==> config.mk <==
export PLATFORM = sky130hd
export DESIGN_NAME = hazard_scoreboard
export DESIGN_NICKNAME = d
export VERILOG_FILES = /design/src/rtl/hazard_pkg.sv /design/src/rtl/hazard_fwd_sel.sv /design/src/rtl/hazard_scoreboard.sv
export SDC_FILE = /design/constraint.sdc
export NUM_CORES = 1
export LEC_CHECK = 0
export ABC_CLOCK_PERIOD_IN_PS = 2380
export BUFFER_PORTS_ARGS = -buffer_cell sky130_fd_sc_hd__buf_2
export CORE_UTILIZATION = 45
export CTS_CLUSTER_SIZE = 28
export DETAILED_ROUTE_END_ITERATION = 12
export PLACE_DENSITY = 0.8
export REMOVE_ABC_BUFFERS = 1
export SLEW_MARGIN = 20
export SYNTH_ARGS = -nofsm -noshare
export SYNTH_HDL_FRONTEND = slang
export SYNTH_SLANG_ARGS = --single-unit
==> constraint.sdc <==
create_clock -name clk -period 2.38 [get_ports clk]
set_input_delay 0.119 -clock clk [delete_from_list [all_inputs] [get_ports clk]]
set_output_delay 0.119 -clock clk [all_outputs]
set_load 0.005 [all_outputs]
==> src/rtl/hazard_pkg.sv <==
// Shared types for the hazard unit: forwarding selects and default sizing.
package hazard_pkg;
  localparam int HZ_NREG    = 16;
  localparam int HZ_MAX_LAT = 3;
  localparam int HZ_LAT_W   = $clog2(HZ_MAX_LAT + 1);

  typedef logic [HZ_LAT_W-1:0] lat_t;

  typedef enum logic [1:0] {
    FWD_RF = 2'b00,
    FWD_W  = 2'b01,
    FWD_M  = 2'b10
  } fwd_t;
endpackage

==> src/rtl/hazard_fwd_sel.sv <==
// Forwarding comparator for one Execute-stage source operand; M beats W.
module hazard_fwd_sel
  import hazard_pkg::*;
#(
  parameter int RA_W   = 4,
  parameter int PC_REG = 15
) (
  input  logic [RA_W-1:0] ra,
  input  logic            ra_v,
  input  logic            reg_write_m,
  input  logic [RA_W-1:0] wa_m,
  input  logic            reg_write_w,
  input  logic [RA_W-1:0] wa_w,
  output fwd_t            fwd
);
  logic live;
  assign live = ra_v && (ra != RA_W'(PC_REG));

  always_comb begin
    fwd = FWD_RF;
    if (live && reg_write_m && (wa_m == ra))      fwd = FWD_M;
    else if (live && reg_write_w && (wa_w == ra)) fwd = FWD_W;
  end
endmodule

==> src/rtl/hazard_scoreboard.sv <==
// Pipeline hazard unit: per-register pending-latency scoreboard, M/W forwarding,
// control-flow stalls/flushes and a saturating stall counter.
module hazard_scoreboard
  import hazard_pkg::*;
#(
  parameter int NREG    = HZ_NREG,
  parameter int RA_W    = $clog2(NREG),
  parameter int NSRC    = 3,
  parameter int MAX_LAT = HZ_MAX_LAT,
  parameter int PC_REG  = 15,
  parameter int PERF_W  = 16,
  localparam int LW     = $clog2(MAX_LAT + 1)
) (
  input  logic                      clk,
  input  logic                      reset_n,
  input  logic [NSRC-1:0][RA_W-1:0] RAD,
  input  logic [NSRC-1:0]           RAD_V,
  input  logic [NSRC-1:0][RA_W-1:0] RAE,
  input  logic [NSRC-1:0]           RAE_V,
  input  logic                      RegWriteD,
  input  logic [RA_W-1:0]           WA3D,
  input  logic [LW-1:0]             LatD,
  input  logic                      RegWriteM,
  input  logic [RA_W-1:0]           WA3M,
  input  logic                      RegWriteW,
  input  logic [RA_W-1:0]           WA3W,
  input  logic                      PCSrcD,
  input  logic                      PCSrcE,
  input  logic                      PCSrcM,
  input  logic                      PCSrcW,
  input  logic                      BranchTakenE,
  output logic [NSRC-1:0][1:0]      ForwardE,
  output logic                      StallF,
  output logic                      StallD,
  output logic                      FlushD,
  output logic                      FlushE,
  output logic [PERF_W-1:0]         StallCnt
);
  logic [NREG-1:0][LW-1:0] pend;
  logic sb_stall, pc_wr_pending, issue;

  always_comb begin
    sb_stall = 1'b0;
    for (int i = 0; i < NSRC; i++)
      if (RAD_V[i] && (RAD[i] != RA_W'(PC_REG)) && (pend[RAD[i]] != '0))
        sb_stall = 1'b1;
  end

  assign pc_wr_pending = PCSrcD | PCSrcE | PCSrcM;
  assign StallF = sb_stall | pc_wr_pending;
  assign StallD = sb_stall;
  assign FlushE = sb_stall | BranchTakenE;
  assign FlushD = pc_wr_pending | PCSrcW | BranchTakenE;
  assign issue  = !StallD && !FlushE;

  // A fresh issue overwrites the count so a younger writer supersedes older ones.
  always_ff @(posedge clk or negedge reset_n) begin
    if (!reset_n) pend <= '0;
    else
      for (int r = 0; r < NREG; r++)
        if (r == PC_REG)                                      pend[r] <= '0;
        else if (issue && RegWriteD && (WA3D == RA_W'(r)))    pend[r] <= LatD;
        else if (pend[r] != '0)                               pend[r] <= pend[r] - LW'(1);
  end

  always_ff @(posedge clk or negedge reset_n) begin
    if (!reset_n)                         StallCnt <= '0;
    else if (StallD && (StallCnt != '1))  StallCnt <= StallCnt + PERF_W'(1);
  end

  for (genvar i = 0; i < NSRC; i++) begin : g_fwd
    fwd_t sel;
    hazard_fwd_sel #(.RA_W(RA_W), .PC_REG(PC_REG)) u_sel (
      .ra         (RAE[i]),
      .ra_v       (RAE_V[i]),
      .reg_write_m(RegWriteM),
      .wa_m       (WA3M),
      .reg_write_w(RegWriteW),
      .wa_w       (WA3W),
      .fwd        (sel)
    );
    assign ForwardE[i] = sel;
  end
endmodule

Word level (Yosys, flattened, before mapping). Cells that the tools add are included.

Bits of input ports: 54. Register bits after elaboration: 46.

$add $sub $neg: 16. Muxes and demuxes: 45. Equality and inequality tests: 27. Magnitude comparators: 3. Bitwise operators: 6. Reductions and logical operators: 75.

Operators with widths (count): $mux 2 (36); $reduce_bool 2->1 (33); $logic_and 1x1->1 (39); $sub 2x1->2 const B (15); $eq 4x4->1 const B (7); $bmux 2 s4 (3); $eq 4x4->1 (6); $ne 4x4->1 const B (6); $add 16x1->16 const B (1); $eq 4x3->1 const B (4); $ne 16x16->1 const B (1); $lt 4x5->1 const B (3); $eq 4x2->1 const B (2); $mux 1 (6); $or 1x1->1 (6); $eq 4x1->1 const B (1); $logic_not 4->1 (1); $logic_not 1->1 (2).

Longest topological paths before layout.
Depth after elaboration: 13. Depth in mapped cells: 10. Mapped depth without buffers: 8.

Modules after synthesis. A second synthesis with hierarchy kept.

Cell total of the unflattened synthesis: 360. Area total of the unflattened synthesis: 3636.0 um2.

Modules (own cells, without submodules): hazard_scoreboard (times used 1, area an instance 3256.9 um2, cells an instance 312); hazard_fwd_sel (times used 3, area an instance 126.4 um2, cells an instance 16).

Worst setup path after synthesis. Ideal clock, no wire load.

Path kind: reg2reg. Start point: register pend[6] (netlist name). End point: register pend[2] (netlist name). Setup slack: 14 ps. Buffers on the path: 1. Arrival: 2241 ps. Period minus slack after synthesis: 2366 ps. Setup time: 125 ps. Stages on the path, launching flop included: 9. Path through: dfrtp_1 > or2_1 > mux4_2 > o2111ai_2 > a21boi_2 > nor3_4 > buf_6 > nand4b_4 > mux2_4.

Cells in the longest elaborated chain, start to end: 13. Elaborated cells between the ends (all ways): 23.

RTL lines: from (decl) (line hazard_scoreboard.sv:39) `logic [NREG-1:0][LW-1:0] pend;`; from (signal, indexed assignment) (line hazard_scoreboard.sv:62) `else if (issue && RegWriteD && (WA3D == RA_W'(r))) pend[r] <= LatD;`; $bmux 2 s4 (line hazard_scoreboard.sv:45) `if (RAD_V[i] && (RAD[i] != RA_W'(PC_REG)) && (pend[RAD[i]] != '0))`; $mux 2 (not written as such) (line hazard_scoreboard.sv:45); $reduce_bool 2->1 (line hazard_scoreboard.sv:45); $logic_and 1x1->1 (line hazard_scoreboard.sv:45); $mux 1 (2 in a row) (line hazard_scoreboard.sv:45); $mux 1 (*) (line hazard_scoreboard.sv:45); $or 1x1->1 (line hazard_scoreboard.sv:52) `assign FlushE = sb_stall | BranchTakenE;`; $logic_not 1->1 (line hazard_scoreboard.sv:54) `assign issue = !StallD && !FlushE;`; $logic_and 1x1->1 (*) (line hazard_scoreboard.sv:54); $logic_and 1x1->1 (*); $logic_and 1x1->1 (*) (line hazard_scoreboard.sv:62); $mux 2 / $reduce_bool 2->1 (equally long branches).

Every way passes the cells marked *; elsewhere a longest branch is shown, timed or not. The select of a mux whose other input is x is not followed. A chain may end at the register's enable or synchronous reset.

Final worst setup path.
Start point: register pend[4] (netlist name). End point: output FlushE.

Cells in the longest elaborated chain, start to end: 8. Elaborated cells between the ends (all ways): 16.

RTL lines: $bmux 2 s4 (line hazard_scoreboard.sv:45); $mux 2 (not written as such) (line hazard_scoreboard.sv:45); $reduce_bool 2->1 (line hazard_scoreboard.sv:45); $logic_and 1x1->1 (line hazard_scoreboard.sv:45); $mux 1 (2 in a row) (line hazard_scoreboard.sv:45); $mux 1 (*) (line hazard_scoreboard.sv:45); $or 1x1->1 (*) (line hazard_scoreboard.sv:52); to (decl) (line hazard_scoreboard.sv:36) `output logic FlushE,`.

Marked as above.

==> out/metrics.yaml <==
run_status:
  outcome: "complete, but fails checks"
  violations: "negative setup slack"
power:
  p_switching_mw: 1.98
  p_int_mw: 3.18
  peakVddDrop_mv: 0.687
  leakage_nw: 2.32
  swShare: 0.383
  pwr-share-clk: 0.097
  p_seq_frac: 0.277
  combPwrFrac: 0.626
  powerDensity_nw_per_um2: 1060
  power_mw: 5.17
worst_setup_path:
  r2r_setup_slack_ns: -0.21
  worst_setup_path_start_kind: "flip-flop"
  arrival_ns: 2.49
  cp_cell_sequence: "or2_1, mux4_2, o31ai_4, nor4_4, nor3_4, buf_12, buf_4, nand2b_1, buf_2"
  cp_max_fo: 15
  slowest_delay_ns: 0.51
  r2r_end: "pend[24]"
  r2r_start: "pend[4]"
  crit_required_ns: 2.26
  crit_path_end_kind: "primary output"
  critical_path_class: "reg -> out"
  critPathSlowestCell: "mux4_2"
  r2r_cells: 8
yosys:
  ys.flop_type: "dfrtp_1"
  ys_warn_count: 0
  async_flop_share: 1.00
  synth.distinct_cells: 45
  synth_area_um2: 3530
  synth_edf_count: 0
  synthCells: 373
  ys_seq_area_frac: 0.326
  ys_ff_latch: 46
  avgSynthCellArea_um2: 9.47
detailed_routing:
  avgViaCountPerCell: 5.59
  firstDrtPassIters: 5
  drt_iter0_markers: 332
  wl_per_cell_um: 17.0
  dr_total_vias: 3381
  ant_nets: 0
  routed_wirelength_um: 10300
  drc_errors: 0
floorplan:
  start_util: 0.477
  core_area_um2: 7410
  pin_count: 80
  fp.dieH_um: 90.6
  dieWidth_um: 90.6
  dieArea_um2: 8210
  placementRows: 31
clocking:
  clock-root-buffer: "clkbuf_8"
  cts_num_sinks: 46
  clk_pin_slew_ns: 0.10
  clk_path_buf_depth: 2
  clkLatencyLatePin_ns: 0.32
  cts_made_buffers: 5
  ctsHtreeMaxLevel: 2
  cts_tree: "yes"
placed_design:
  placed_area_um2: 4340
  dpl.hpwl_um: 7330
  place_ws_ns: -0.275
  port_buffers: 79
  gp_congestion: 0.959
sta:
  slew_headroom: 0.487
  worst_slew_pin_slew_ns: 0.767
  setup_ws_ns: -0.234
  layout_min_cycle_time_ns: 2.61
  setup_violations: 48
  drv_slew: 0
  hold_viol_final: 0
  fin_skew_ns: 0.0119
  fin_crit_sh: 1.10
  rsz0062_at_grt: "true"
  fmax_mhz: 383
layout:
  nFillCells: 532
  area_delta_synth_final_pct: 38.6
  antenna_cells: 0
  final_nets: 575
  fin_util: 0.661
  finish.instance_area_um2: 4890
  final_layout_size_suffix_gt1_frac: 0.417
  final_common_cell: "buf_2"
  multi_input_area_um2: 2500
  seq_area_um2: 1150
  final_cell_mix: "buf_2, buf_4, dfrtp_1, inv_1, xnor2_1"
hold_path:
  hp-start: "WA3D[0]"
  holdPathEnd: "pend[3]"
  hp-class: "in -> reg"
  whs_path_depth: 3
global_routing:
  grt_pass1_vias: 3445
  grt_overflow: 0
  antenna_found_initial: 0
  grt_max_degree: 47
  grt_pass1_wl_um: 16300
  gr-usage-all-layers: 0.248
run:
  maxCapViolCount: 0
==> how the worst max path moves through the flow <==
| stage | slack (ns) | startpoint | endpoint | cells after the start |
|---|---|---|---|---|
| CTS | -0.23 | pend[3] | FlushE | 9 |
| global placement | -0.36 | pend[3] | pend[24] | 9 |
| detailed placement | -0.28 | pend[3] | pend[24] | 9 |
| floorplan | -0.25 | pend[6] | pend[24] | 7 |
| finish | -0.23 | pend[4] | FlushE | 9 |
| global route | -0.34 | pend[3] | FlushE | 9 |
==> worst max-delay path, delay by kind of cell (launching register included) <==
| family | cells | cell delay, ns |
|---|---|---|
| and+or+nand+nor | 4 | 0.60 |
| muxes | 1 | 0.51 |
| buffers and inverters | 3 | 0.42 |
| DFF | 1 | 0.42 |
| AOI/OAI and AO/OA | 1 | 0.24 |
==> area by class of cell <==
class                   instances  area share
well taps                      99      0.0253
flip-flops and latches         46       0.235
inverters                      36      0.0276
clock buffers                   6      0.0148
repair buffers                136       0.184
clock inverters                 2     0.00281
multi-input cells             280       0.511
==> cells by family (layout without fill, tap and decap cells) <==
group           count (synthesis)  after routing  share of synthesized area
mux                            44             44                      0.145
simple gates                  130            130                      0.210
buf+inv                        47            180                     0.0542
flops                          46             46                      0.326
xor+xnor                       53             53                      0.131
fa+ha+maj                      16             16                     0.0567
compound gates                 37             37                     0.0762
==> stage by stage <==
stage          setup TNS, ns  std cells  hold WS, ns
3_5_place_dp           -7.89        583        0.354
5_1_grt               -10.80        605        0.241
2_1_floorplan          -6.81        362       -0.177
4_1_cts                -5.51        603       0.0202
6_report               -6.64        605        0.231
3_3_place_gp          -12.25        583        0.346
==> sequential cells by signal (all words and copies together), names as in the netlist <==
register  flops
StallCnt     16
pend         30
==> power groups by stage <==
stage	Clock, mW	Combinational (mW)	Sequential [mW]
3_5_place_dp	0	2.67	1.43
5_1_grt	0.537	3.56	1.46
4_1_cts	0.502	3.06	1.40
2_1_floorplan	0	1.64	1.43
6_report	0.501	3.24	1.43
3_3_place_gp	0	2.49	1.41
==> cell usage after synthesis, types with 2 or more instances <==
library cell | instances | share of area
and3_1 | 8 | 0.014
nor2_1 | 20 | 0.021
mux2_1 | 11 | 0.035
nor3b_1 | 6 | 0.013
inv_1 | 36 | 0.038
nor2b_1 | 3 | 0.0053
nand2b_1 | 3 | 0.0053
o21ai_0 | 12 | 0.017
a211oi_1 | 3 | 0.0064
mux2_4 | 2 | 0.0085
mux4_2 | 2 | 0.013
nor4b_1 | 3 | 0.0074
nor4_1 | 5 | 0.0089
nand3_1 | 7 | 0.0099
xor2_1 | 22 | 0.055
ha_1 | 16 | 0.057
mux2_2 | 19 | 0.061
nor3_1 | 27 | 0.038
mux2i_1 | 10 | 0.028
clkbuf_1 | 6 | 0.0064
a2111oi_0 | 3 | 0.0074
dfrtp_1 | 46 | 0.33
nand2_1 | 22 | 0.023
and4_1 | 4 | 0.0099
nand4_1 | 9 | 0.016
buf_2 | 3 | 0.0042
nand3_2 | 5 | 0.014
or2_1 | 4 | 0.0071
xnor2_1 | 31 | 0.077
a21oi_1 | 6 | 0.0085
o31ai_2 | 2 | 0.0071
a311oi_1 | 4 | 0.0099
==> metal layers <==
metal	part of all wire	vias to the layer above	routed length, um	track usage
li1	-	1579	-	-
met1	0.40	1632	4090	0.307
met2	0.51	138	5210	0.426
met3	0.064	32	655	0.0640
met4	0.030	0	306	0.0659
met5	0	-	0	0
==> what timing repair did <==
action | CTS | global route
gates resized for setup | 32 | 31
endpoints found under the hold margin | 0 | 46
buffers inserted | 13 | 3
pin swaps | 8 | 14
gates cloned | 1 | 0
endpoints found under the setup margin | 48 | 49
hold buffers | 0 | 1
No activity file was read; power rests on OpenSTA's default activity.
